--- src/rtl/sched_pkg.sv ---
`default_nettype none
// ============================================================================
//  Module      : sched_pkg
//  Description : Shared field widths, limits, FSM encoding and entry layout
//                for the weekly setpoint scheduler.
//  Revision    : 1.0 - initial release
// ============================================================================
package sched_pkg;

  localparam int DAY_W  = 7;
  localparam int HOUR_W = 5;
  localparam int MIN_W  = 6;
  localparam int TEMP_W = 7;
  localparam int KEY_W  = HOUR_W + MIN_W;

  localparam logic [HOUR_W-1:0] HOUR_MAX     = 5'd23;
  localparam logic [MIN_W-1:0]  MIN_MAX      = 6'd59;
  localparam logic [TEMP_W-1:0] DEFAULT_TEMP = 7'd68;

  typedef enum logic [1:0] {
    ST_IDLE   = 2'd0,
    ST_SCAN   = 2'd1,
    ST_UPDATE = 2'd2
  } state_t;

  typedef struct packed {
    logic              valid;
    logic [DAY_W-1:0]  day_mask;
    logic [HOUR_W-1:0] hour;
    logic [MIN_W-1:0]  minute;
    logic [TEMP_W-1:0] temp;
  } entry_t;

  // Hour in the upper bits makes the packed key order match time of day.
  function automatic logic [KEY_W-1:0] make_key(input logic [HOUR_W-1:0] hour,
                                                input logic [MIN_W-1:0]  minute);
    return {hour, minute};
  endfunction

endpackage
`default_nettype wire

--- src/rtl/schedule_entry_table.sv ---
`default_nettype none
// ============================================================================
//  Module      : schedule_entry_table
//  Description : Schedule entry register file. Validates each write strobe,
//                stores legal writes, flags illegal ones one cycle later and
//                provides a combinational read port.
//  Revision    : 1.0 - initial release
// ============================================================================
module schedule_entry_table
  import sched_pkg::*;
#(
  parameter int g_num_entries = 4,
  parameter int g_idx_width   = 2
) (
  input  logic                   i_clk,
  input  logic                   i_reset_n,
  input  logic                   i_wr_en,
  input  logic [g_idx_width-1:0] i_wr_idx,
  input  logic [DAY_W-1:0]       i_wr_day_mask,
  input  logic [HOUR_W-1:0]      i_wr_hour,
  input  logic [MIN_W-1:0]       i_wr_minute,
  input  logic [TEMP_W-1:0]      i_wr_temp,
  input  logic                   i_wr_valid,
  input  logic [g_idx_width-1:0] i_rd_idx,
  output entry_t                 o_rd_entry,
  output logic                   o_wr_accept,
  output logic                   o_wr_err
);

  entry_t r_table [g_num_entries];
  logic   r_wr_err;
  logic   w_wr_legal;
  logic   w_rd_in_range;
  entry_t w_wr_data;

  // Index check is kept generic so non power-of-two table sizes stay safe.
  assign w_wr_legal = (i_wr_hour <= HOUR_MAX) && (i_wr_minute <= MIN_MAX) &&
                      (32'(i_wr_idx) < 32'(g_num_entries));
  assign o_wr_accept = i_wr_en && w_wr_legal;

  assign w_wr_data = '{valid:    i_wr_valid,
                       day_mask: i_wr_day_mask,
                       hour:     i_wr_hour,
                       minute:   i_wr_minute,
                       temp:     i_wr_temp};

  // Table storage: cleared on reset, one entry written per accepted strobe.
  always_ff @(posedge i_clk or negedge i_reset_n) begin
    if (!i_reset_n) begin
      for (int i = 0; i < g_num_entries; i++) begin
        r_table[i] <= '0;
      end
    end else if (o_wr_accept) begin
      for (int i = 0; i < g_num_entries; i++) begin
        if (32'(i_wr_idx) == 32'(i)) begin
          r_table[i] <= w_wr_data;
        end
      end
    end
  end

  // Rejected strobes report one cycle after the attempt.
  always_ff @(posedge i_clk or negedge i_reset_n) begin
    if (!i_reset_n) begin
      r_wr_err <= 1'b0;
    end else begin
      r_wr_err <= i_wr_en && !w_wr_legal;
    end
  end

  assign o_wr_err = r_wr_err;

  assign w_rd_in_range = 32'(i_rd_idx) < 32'(g_num_entries);
  assign o_rd_entry    = w_rd_in_range ? r_table[i_rd_idx] : '0;

endmodule
`default_nettype wire

--- src/rtl/schedule_controller.sv ---
`default_nettype none
// ============================================================================
//  Module      : schedule_controller
//  Description : Weekly setpoint scheduler. Rescans the entry table whenever
//                the time or the table changes and drives the setpoint of the
//                latest entry of today that has already started.
//  Revision    : 1.0 - initial release
// ============================================================================
module schedule_controller
  import sched_pkg::*;
#(
  parameter int g_num_entries  = 4,
  parameter int g_idx_width    = 2,
  parameter int g_default_temp = 68
) (
  input  logic                   i_clk,
  input  logic                   i_reset_n,
  input  logic [DAY_W-1:0]       i_day,
  input  logic [HOUR_W-1:0]      i_hour,
  input  logic [MIN_W-1:0]       i_minute,
  input  logic                   i_wr_en,
  input  logic [g_idx_width-1:0] i_wr_idx,
  input  logic [DAY_W-1:0]       i_wr_day_mask,
  input  logic [HOUR_W-1:0]      i_wr_hour,
  input  logic [MIN_W-1:0]       i_wr_minute,
  input  logic [TEMP_W-1:0]      i_wr_temp,
  input  logic                   i_wr_valid,
  output logic [TEMP_W-1:0]      o_setpoint,
  output logic [g_idx_width-1:0] o_active_idx,
  output logic                   o_match,
  output logic                   o_busy,
  output logic                   o_wr_err
);

  localparam logic [TEMP_W-1:0]      c_default_temp = TEMP_W'(g_default_temp);
  localparam logic [g_idx_width-1:0] c_last_idx     = g_idx_width'(g_num_entries - 1);

  state_t                 r_state;
  logic [g_idx_width-1:0] r_idx;
  logic                   r_scan_pending;
  logic [DAY_W-1:0]       r_last_day;
  logic [HOUR_W-1:0]      r_last_hour;
  logic [MIN_W-1:0]       r_last_min;
  logic                   r_found;
  logic [KEY_W-1:0]       r_best_key;
  logic [TEMP_W-1:0]      r_best_temp;
  logic [g_idx_width-1:0] r_best_idx;

  entry_t                 w_entry;
  logic                   w_wr_accept;
  logic                   w_time_change;
  logic                   w_scan_event;
  logic [KEY_W-1:0]       w_entry_key;
  logic [KEY_W-1:0]       w_now_key;
  logic                   w_candidate;
  logic                   w_better;

  schedule_entry_table #(
    .g_num_entries (g_num_entries),
    .g_idx_width   (g_idx_width)
  ) u_table (
    .i_clk         (i_clk),
    .i_reset_n     (i_reset_n),
    .i_wr_en       (i_wr_en),
    .i_wr_idx      (i_wr_idx),
    .i_wr_day_mask (i_wr_day_mask),
    .i_wr_hour     (i_wr_hour),
    .i_wr_minute   (i_wr_minute),
    .i_wr_temp     (i_wr_temp),
    .i_wr_valid    (i_wr_valid),
    .i_rd_idx      (r_idx),
    .o_rd_entry    (w_entry),
    .o_wr_accept   (w_wr_accept),
    .o_wr_err      (o_wr_err)
  );

  // Any change of day, hour or minute invalidates the current result, so a
  // mid-scan change of the live time inputs also forces a rescan.
  assign w_time_change = (i_minute != r_last_min) || (i_hour != r_last_hour) ||
                         (i_day != r_last_day);
  assign w_scan_event  = w_time_change || w_wr_accept;

  assign w_entry_key = make_key(w_entry.hour, w_entry.minute);
  assign w_now_key   = make_key(i_hour, i_minute);
  assign w_candidate = w_entry.valid && (|(w_entry.day_mask & i_day)) &&
                       (w_entry_key <= w_now_key);
  // Strictly greater only: equal keys keep the lower index found first.
  assign w_better    = w_candidate && (!r_found || (w_entry_key > r_best_key));

  // Previous time sample used for change detection.
  always_ff @(posedge i_clk or negedge i_reset_n) begin
    if (!i_reset_n) begin
      r_last_day  <= '0;
      r_last_hour <= '0;
      r_last_min  <= '0;
    end else begin
      r_last_day  <= i_day;
      r_last_hour <= i_hour;
      r_last_min  <= i_minute;
    end
  end

  // Scan FSM with best-candidate tracking and registered outputs. A change
  // seen in IDLE starts the scan on the very next edge; events during a scan
  // are folded into a single pending follow-up scan.
  always_ff @(posedge i_clk or negedge i_reset_n) begin
    if (!i_reset_n) begin
      r_state        <= ST_IDLE;
      r_idx          <= '0;
      r_scan_pending <= 1'b1;
      r_found        <= 1'b0;
      r_best_key     <= '0;
      r_best_temp    <= '0;
      r_best_idx     <= '0;
      o_setpoint     <= c_default_temp;
      o_active_idx   <= '0;
      o_match        <= 1'b0;
      o_busy         <= 1'b0;
    end else begin
      if (w_scan_event) begin
        r_scan_pending <= 1'b1;
      end
      case (r_state)
        ST_IDLE: begin
          if (r_scan_pending || w_scan_event) begin
            r_scan_pending <= 1'b0;
            r_state        <= ST_SCAN;
            r_idx          <= '0;
            r_found        <= 1'b0;
            r_best_key     <= '0;
            r_best_temp    <= '0;
            r_best_idx     <= '0;
            o_busy         <= 1'b1;
          end
        end
        ST_SCAN: begin
          if (w_better) begin
            r_found     <= 1'b1;
            r_best_key  <= w_entry_key;
            r_best_temp <= w_entry.temp;
            r_best_idx  <= r_idx;
          end
          if (r_idx == c_last_idx) begin
            r_state <= ST_UPDATE;
          end else begin
            r_idx <= r_idx + 1'b1;
          end
        end
        ST_UPDATE: begin
          // No match keeps the old setpoint so it carries over midnight.
          if (r_found) begin
            o_setpoint   <= r_best_temp;
            o_active_idx <= r_best_idx;
          end
          o_match <= r_found;
          o_busy  <= 1'b0;
          r_state <= ST_IDLE;
        end
        default: begin
          r_state <= ST_IDLE;
          o_busy  <= 1'b0;
        end
      endcase
    end
  end

endmodule
`default_nettype wire
--- config.mk ---
export PLATFORM = sky130hd
export DESIGN_NAME = schedule_controller
export DESIGN_NICKNAME = d
export VERILOG_FILES = /design/src/rtl/sched_pkg.sv /design/src/rtl/schedule_entry_table.sv /design/src/rtl/schedule_controller.sv
export SDC_FILE = /design/constraint.sdc
export NUM_CORES = 1
export LEC_CHECK = 0
export CAP_MARGIN = 40
export CORE_MARGIN = 3
export CORE_UTILIZATION = 58
export DETAILED_ROUTE_END_ITERATION = 7
export PLACE_DENSITY_LB_ADDON = 0.25
export SKIP_CTS_REPAIR_TIMING = 1
export SYNTH_ARGS = -nofsm -noshare
export SYNTH_HDL_FRONTEND = slang
export SYNTH_HIERARCHICAL = 1
export SYNTH_SLANG_ARGS = --single-unit
export TNS_END_PERCENT = 5
--- constraint.sdc ---
create_clock -name i_clk -period 3.55 [get_ports i_clk]
set_input_delay 0.71 -clock i_clk [delete_from_list [all_inputs] [get_ports i_clk]]
set_output_delay 0.71 -clock i_clk [all_outputs]
set_load 0.03 [all_outputs]
=== Word level (Yosys, flattened, before mapping) ===
Index checks and enable logic that the tools add are counted.

* Bits in registers: 160
* Input port bits: 49
* Output and inout bits: 12
* Logic and storage cells: 108

* Add/sub/neg operators: 1
* Magnitude comparators: 5
* Equality and inequality tests: 13
* Mux-type cells: 25
* Bitwise logic cells: 3
* Reduce and logical (&&, ||, !) cells: 26

{| class="wikitable"
|+ Operators with widths
! operator !! count
|-
| 26-bit binary-select mux with 2-bit select || 1
|-
| 26-bit two-way mux || 2
|-
| 11-bit two-way mux || 2
|-
| 11-bit case mux with 2 select lines || 1
|-
| 7-bit two-way mux || 2
|-
| 7-bit case mux with 2 select lines || 1
|-
| 2-bit AND reduction || 7
|-
| 2-bit case mux with 2 select lines || 3
|-
| 11-bit greater-than comparator || 1
|-
| 11-bit less-or-equal comparator || 1
|-
| 2-bit two-way mux || 5
|-
| 2-bit == test (second input constant) || 4
|-
| 2-bit != test (second input constant) || 4
|-
| 7-bit AND || 1
|-
| 7-bit != test || 1
|-
| 7-bit OR reduction || 1
|-
| 6-bit less-or-equal comparator (second input constant) || 1
|-
| 1-bit logical AND || 6
|-
| 1-bit two-way mux || 6
|-
| 6-bit != test || 1
|-
| 3-bit AND reduction || 2
|-
| 5-bit less-or-equal comparator (second input constant) || 1
|-
| 1-bit logical OR || 5
|-
| 5-bit != test || 1
|-
| other kinds (9) || 13
|}

=== Longest topological paths before layout ===
Gate-level depths: netlist of run 1.

* Depth after elaboration: 11
* Depth in mapped cells: 12

=== Cells and area by module ===
The synthesis of run 1 kept the hierarchy.

{| class="wikitable"
|+ By module, submodules not included
! module !! times used !! cells an instance !! area an instance (µm²)
|-
| schedule_entry_table || 1 || 259 || 4857.2
|-
| schedule_controller || 1 || 259 || 2829.0
|}

=== Worst setup path after synthesis of run 1 ===
OpenSTA, ideal clock, no wires.

* Kind: flip-flop to flip-flop
* From: register r_idx[0]
* To: register r_best_key[0]
* Library setup time: 0.079 ns
* Data arrival time: 3.100 ns
* Slack: 0.371 ns
* Stages on the path, launching flop included: 12
* Path buffers: 3
* Period minus slack after synthesis: 3.179 ns
* Cell sequence: dfrtp_1 -> buf_2 -> buf_2 -> mux4_2 -> ha_1 -> and4_4 -> nand2_2 -> a21oi_1 -> o32a_1 -> a2111oi_4 -> buf_6 -> mux2i_1

{| class="wikitable"
|+ RTL lines
! element !! line !! source
|-
| start: declaration || schedule_controller.sv:39 || <nowiki>logic [g_idx_width-1:0] r_idx;</nowiki>
|-
| start signal: assignment || schedule_controller.sv:146 || <nowiki>r_idx <= r_idx + 1'b1;</nowiki>
|-
| end signal: assignment || schedule_controller.sv:139 || <nowiki>r_best_key <= w_entry_key;</nowiki>
|-
| end: declaration || schedule_controller.sv:45 || <nowiki>logic [KEY_W-1:0] r_best_key;</nowiki>
|}

==> summary.txt, run 1 <==
Job
  • Max Cap Viol: 0

Synth
  • Post-Syn Instances: 518
  • Commonest cells post-synth: 157 x dfrtp_1, 60 x mux2_4, 53 x mux2_2, 42 x inv_1, 26 x mux4_2
  • Warnings from Yosys: 6
  • Synthesized Nets: 590
  • Syn avg cell area: between 10 and 15 um2
  • FF+latch count, synth: 160
  • Yosys top cell area share: 51.1%
  • Post-Synthesis Cell Area: 0.00769 mm2
  • Top-count cell post-synth: dfrtp_1
  • Synth area leader: dfrtp_1
  • Post-synth top flop: dfrtp_1
  • Count of cell types in the netlist: 49
  • Async S/R FF share, synth: 100%
  • Top cells by area, synth: dfrtp_1 51%, mux2_4 12%, mux2_2 7.8%
  • Seq/Total Area, Yosys: 52.1%
  • Post-synth EDFFs: 0

STA
  • Fin. max-slew vios: 0
  • Worst-Margin Slew: 0.732 ns
  • Min cycle time layout: 3.31 ns
  • Period utilization: 93.1%
  • Clk_skew: about 0.0087 ns
  • Final hold slack: approximately 0.28 ns
  • Setup-failing EPs final: 0
  • Final Hold Vio Count: 0
  • Max Freq: 302 MHz
  • RSZ-0062 raised after global routing: false
  • Fin worst setup slack: 0.244 ns
  • Slew HR: 51.2%
  • Setup TNS: 0 ns

Critical path
  • Critical setup path kind: reg2reg
  • Worst Setup SP: r_idx[0]$_DFFE_PN0P_
  • CP arrival: 3.64 ns
  • Worst Path Max Fanout: 19
  • Reg-to-reg startpoint: r_idx[0]$_DFFE_PN0P_
  • Crit path launch type: register
  • Worst r2r path cells: 8
  • CP Data Required Time: 3.88 ns
  • CP endpoint kind: register

GRT
  • Largest net degree at the start of global routing: 94
  • First-pass GRT wire length: 25500 um
  • Grt ovf: 0
  • Tot GR Track Use: 23.1%
  • Number of antenna violations at the first check in global routing: 0
  • Number of global-route vias before repair: 4804

Clock tree
  • TritonCTS Buffers: 17
  • CTS tree: done
  • CTS H-tree lvls: 4
  • Root Buffer: clkbuf_16
  • Clock latency at the later pin of the worst-skew pair: about 0.42 ns
  • Sink Count: 160
  • Longest Clk Path Bufs: 2
  • CTS clk-pin slew, worst paths: around 0.06 ns

Route
  • DR WL/cell: 20.2 um
  • First-pass DRT Iterations: 4
  • Antenna viol nets, final: 0
  • Drt via density: 5.72
  • Vias after detailed routing: 4449
  • Initial DRC Count: 221
  • WL final: approximately 16000 um
  • Drc violations: 0

Floorplanning
  • Chip Height: around 120 um
  • Rows: 41
  • Top Ports: ~60
  • Die width: roughly 120 um
  • Core area: about 0.013 mm2
  • Die area: 0.0147 mm2
  • Initial core utilization: 60.2%

Power
  • Clock power frac: a little over a quarter
  • Combinational share of power: between 30% and 40%
  • Worst VDD drop: 0.340 mV
  • Pwr per Cell Area: 781 mW/mm2
  • Reg power frac: a little over a third
  • P_sw: 2230 uW
  • Switch share: 31.3%
  • Power Internal: 4900 uW
  • Pleak: 0.00419 uW

Layout
  • Reg area: between 0.004 and 0.005 mm2
  • Antenna cells: 0
  • Layout cell share with drive strength beyond 1: between 30% and 40%
  • Area of the multi-input gates: 0.00337 mm2
  • Fill count: ~830
  • Post-route insts no fill: between 700 and 800
  • Layout area overhead: 18.7%
  • Final #Nets: 666

Place
  • Dpl hpwl: 10700 um
  • DP Worst Slack: approximately 0.27 ns
  • I/O Buffers: 60
  • Dpl cells: 747
  • Gp weighted congestion: about 0.98

Run status
  • Status: completed

Hold path
  • Hold Crit Class: in2async
-- state kept, by name (all words and copies together), names as in the netlist --
name,flops
o_active_idx,2
o_busy,1
o_match,1
o_setpoint,7
r_best_idx,2
r_best_key,11
r_best_temp,7
r_found,1
r_idx,2
r_last_day,7
r_last_hour,5
r_last_min,6
r_scan_pending,1
r_state,2
u_table/o_wr_err,1
u_table/r_table,104
-- kinds of logic after synthesis --
logic type,Yosys count,share of synthesized area [%]
flops,160,52.1
xor+xnor,18,2.05
buf+inv,63,4.04
fa+ha+maj,23,3.74
compound gates,32,3.21
simple gates,62,4.97
mux,160,29.9
-- final cells by class --
class | instances | area share, %
Inverter | 43 | 1.77
Tap cell | 172 | 2.36
Sequential cell | 160 | 43.9
Clock inverter | 6 | 1.43
Timing Repair Buffer | 77 | 8.27
Multi-Input combinational cell | 295 | 36.9
Clock buffer | 25 | 5.32
-- path summary, 6_finish.rpt --
| check | end | slack, ns |
|---|---|---|
| min reg2reg | u_table/r_table[84]$_DFFE_PN0P_ | 0.50 |
| min | r_last_day[0]$_DFF_PN0_ | 0.28 |
| max in group asynchronous | r_best_key[0]$_DFFE_PN0P_ | 2.37 |
| max reg2reg | r_best_temp[4]$_DFFE_PN0P_ | 0.24 |
| max | r_best_temp[4]$_DFFE_PN0P_ | 0.24 |
| min in group i_clk | u_table/r_table[84]$_DFFE_PN0P_ | 0.50 |
-- per-stage QoR --
stage	utilization [%]	cell area, um2	total power, uW
global route	71.4	9120	7500
CTS	71.4	9120	7160
floorplan	-	7690	4420
detailed placement	66.6	8510	5230
finish	71.4	9120	7120
global placement	66.6	8510	5120
-- cells in the final DEF (no fill, tap or decap), drive strengths merged, types with 3 or more instances in the layout --
master / n
buf: 18
dfstp: 3
clkdlybuf4s50: 59
mux2: 114
nand4b: 3
nor2: 7
nand2: 26
mux4: 26
ha: 23
clkbuf: 25
xor2: 16
o21ai: 8
nor4: 3
a21oi: 8
dfrtp: 157
nand3: 5
inv: 43
mux2i: 20
nand4: 7
bufinv: 4
a22o: 3
nor3: 3
-- power by group through the flow --
| stage | logic, uW | clock network (uW) | registers, uW |
|---|---|---|---|
| 6_report | 2650 | 1910 | 2570 |
| 2_1_floorplan | 1880 | 0 | 2540 |
| 4_1_cts | 2670 | 1930 | 2570 |
| 3_3_place_gp | 2560 | 0 | 2560 |
| 3_5_place_dp | 2640 | 0 | 2590 |
| 5_1_grt | 2880 | 2000 | 2620 |
-- critical path, stage by stage (launching register included) --
cell and delay, ns:
dfrtp_2 0.66, mux4_2 0.62, ha_1 0.33, a211oi_1 0.32, nor2_1 0.09, o32a_1 0.33, a2111oi_4 0.40, buf_12 0.25
mux2i_1 0.22
-- metal layers --
metal	routed length (um)	up-vias	track usage [%]
li1	-	1999	-
met1	7140	2312	32.5
met2	7510	119	36.1
met3	768	19	4.38
met4	258	0	8.43
met5	0	-	0
Note: power is estimated with default switching activity, not from simulation.
==> run 2, diff against run 1 <==
- CORE_UTILIZATION: 58 -> 45
- HOLD_SLACK_MARGIN: not set -> 0.12
==> summary.txt, run 2 (synthesis gave the netlist of run 1 again) <==
Power
  • Pleak: between 0.004 and 0.005 uW
  • Worst VDD drop: 0.497 mV
  • Pwr per Cell Area: 767 mW/mm2

Route
  • Drt via density: 5.46
  • Vias after detailed routing: 4514
  • DR WL/cell: 19.8 um
  • Drc violations: 0
  • Initial DRC Count: between 200 and 300
  • First-pass DRT Iterations: 7
  • Antenna viol nets, final: 0
  • WL final: between 15000 and 20000 um

Critical path
  • CP Data Required Time: 3.89 ns
  • CP arrival: 3.44 ns
  • Crit-path leading delay family: compound AO/OA/AOI/OAI gates
  • Worst setup endpoint: r_best_key[5]$_DFFE_PN0P_
  • CP Buf/Inv Count: 2
  • Worst r2r path cells: 9
  • Worst Setup SP: r_idx[0]$_DFFE_PN0P_
  • RR Endpoint: r_best_key[5]$_DFFE_PN0P_
  • Reg-to-reg slack, setup: 0.45 ns
  • Max stage delay on crit path: 0.59 ns
  • Crit path launch type: register
  • Crit-path cells: buf_4 > mux4_2 > ha_1 > nand3_1 > o21ai_0 > o31ai_2 > a2111oi_4 > buf_12 > mux2i_1
  • Critical Path Stages: 9
  • CP max-delay cell: mux4_2
  • Worst Path Max Fanout: 16
  • CP endpoint kind: register
  • Reg-to-reg startpoint: r_idx[0]$_DFFE_PN0P_
  • Critical setup path kind: reg2reg

Layout
  • Most frequent cells in the layout: 156 x dfrtp_1, 60 x mux2_4, 59 x clkdlybuf4s50_1, 53 x mux2_2, 42 x inv_1
  • Fill count: about 1300
  • Most common cell after layout, fill and taps aside: dfrtp_1
  • Layout cell share with drive strength beyond 1: 33.5%
  • Post-layout util: 55.0%
  • Largest register FFs: 104
  • Final #Nets: ~670
  • Area of the multi-input gates: 0.00337 mm2
  • Antenna cells: 0
  • Cell area after layout: 0.00916 mm2
  • Reg with most FFs: u_table/r_table
  • Layout area overhead: 19.2%
  • Reg area: 0.00401 mm2
  • Largest regs: u_table/r_table x104, r_best_key x11

GRT
  • Tot GR Track Use: 18.9%
  • Number of antenna violations at the first check in global routing: 0
  • Largest net degree at the start of global routing: 65
  • Number of global-route vias before repair: 4852
  • Grt ovf: 0
  • First-pass GRT wire length: 26700 um

Clock tree
  • CTS clk-pin slew, worst paths: roughly 0.060 ns
  • Longest Clk Path Bufs: 2
  • CTS H-tree lvls: 4
  • CTS tree: done
  • Sink Count: between 150 and 200
  • Root Buffer: clkbuf_16
  • TritonCTS Buffers: 17
  • Clock latency at the later pin of the worst-skew pair: 0.43 ns

Floorplanning
  • Core area: 0.0166 mm2
  • Die area: 0.0187 mm2
  • Initial core utilization: a little under half
  • Chip Height: around 140 um
  • Rows: 47
  • Top Ports: 61
  • Die width: 137 um

STA
  • Slew HR: 59.3%
  • RSZ-0062 raised after global routing: false
  • Worst-Margin Slew: roughly 0.6 ns
  • Final hold slack: roughly 0.27 ns
  • Min cycle time layout: 3.10 ns
  • Fin. max-slew vios: 0
  • Final Hold Vio Count: 0
  • Setup-failing EPs final: 0
  • Clk_skew: 0.00620 ns
  • Period utilization: 87.3%
  • Max Freq: between 300 and 400 MHz
  • Setup TNS: 0 ns

Run status
  • Status: completed

Place
  • I/O Buffers: 60
  • Dpl hpwl: around 11000 um
  • Gp weighted congestion: 0.814
  • Dpl cell area: between 0.008 and 0.009 mm2

Hold path
  • Hold Crit Class: in2async

Job
  • Max Cap Viol: 0
==> run 2: cell count changes in the layout (fill, tap and decap cells not counted), sizes merged <==
cell / previous run / this run
buf: 18 / 17
clkbuf: 25 / 20
clkinv: 2 / 10
bufinv: 4 / 2
==> run 2: power by group <==
group	total (uW)	internal (uW)	switching, uW
logic	2730	1430	1300
registers	2510	2250	255
clock network	1780	1060	722
total	7030	4750	2270
==> run 2: routing by layer <==
layer | GRT usage, % | wire (um) | part of all wire [%] | vias to the layer above
li1 | - | - | - | 1998
met1 | 26.8 | 7460 | 46 | 2408
met2 | 29.2 | 8000 | 49 | 89
met3 | 3.97 | 681 | 4.2 | 19
met4 | 6.33 | 235 | 1.4 | 0
met5 | 0 | 0 | 0 | -
==> run 2: layout make-up <==
type | count | area share, %
clock buffer | 20 | 4.99
clock inverter | 12 | 1.28
inverter | 43 | 1.76
multi-input combinational | 295 | 36.8
sequential | 160 | 43.8
tap | 220 | 3.01
timing repair buffer | 76 | 8.43
==> run 2: how the worst min path moves through the flow <==
| stage | startpoint | cells past startpoint | endpoint |
|---|---|---|---|
| after floorplan | i_reset_n | 0 | o_active_idx[0]$_DFFE_PN0P_ |
| after global placement | u_table/r_table[82]$_DFFE_PN0P_ | 1 | u_table/r_table[82]$_DFFE_PN0P_ |
| after global routing | i_reset_n | 1 | r_last_hour[0]$_DFF_PN0_ |
| after CTS | i_reset_n | 1 | r_last_hour[0]$_DFF_PN0_ |
| final | i_reset_n | 1 | r_last_day[1]$_DFF_PN0_ |
| after detailed placement | u_table/r_table[35]$_DFFE_PN0P_ | 1 | u_table/r_table[35]$_DFFE_PN0P_ |
==> run 2: metrics by stage <==
stage	setup slack [ns]	total power, uW	cells
after global placement	0.495	5170	794
after detailed placement	0.402	5280	794
after global routing	0.210	7450	826
final	0.450	7030	826
after CTS	0.432	7090	826
after floorplan	0.371	4420	518
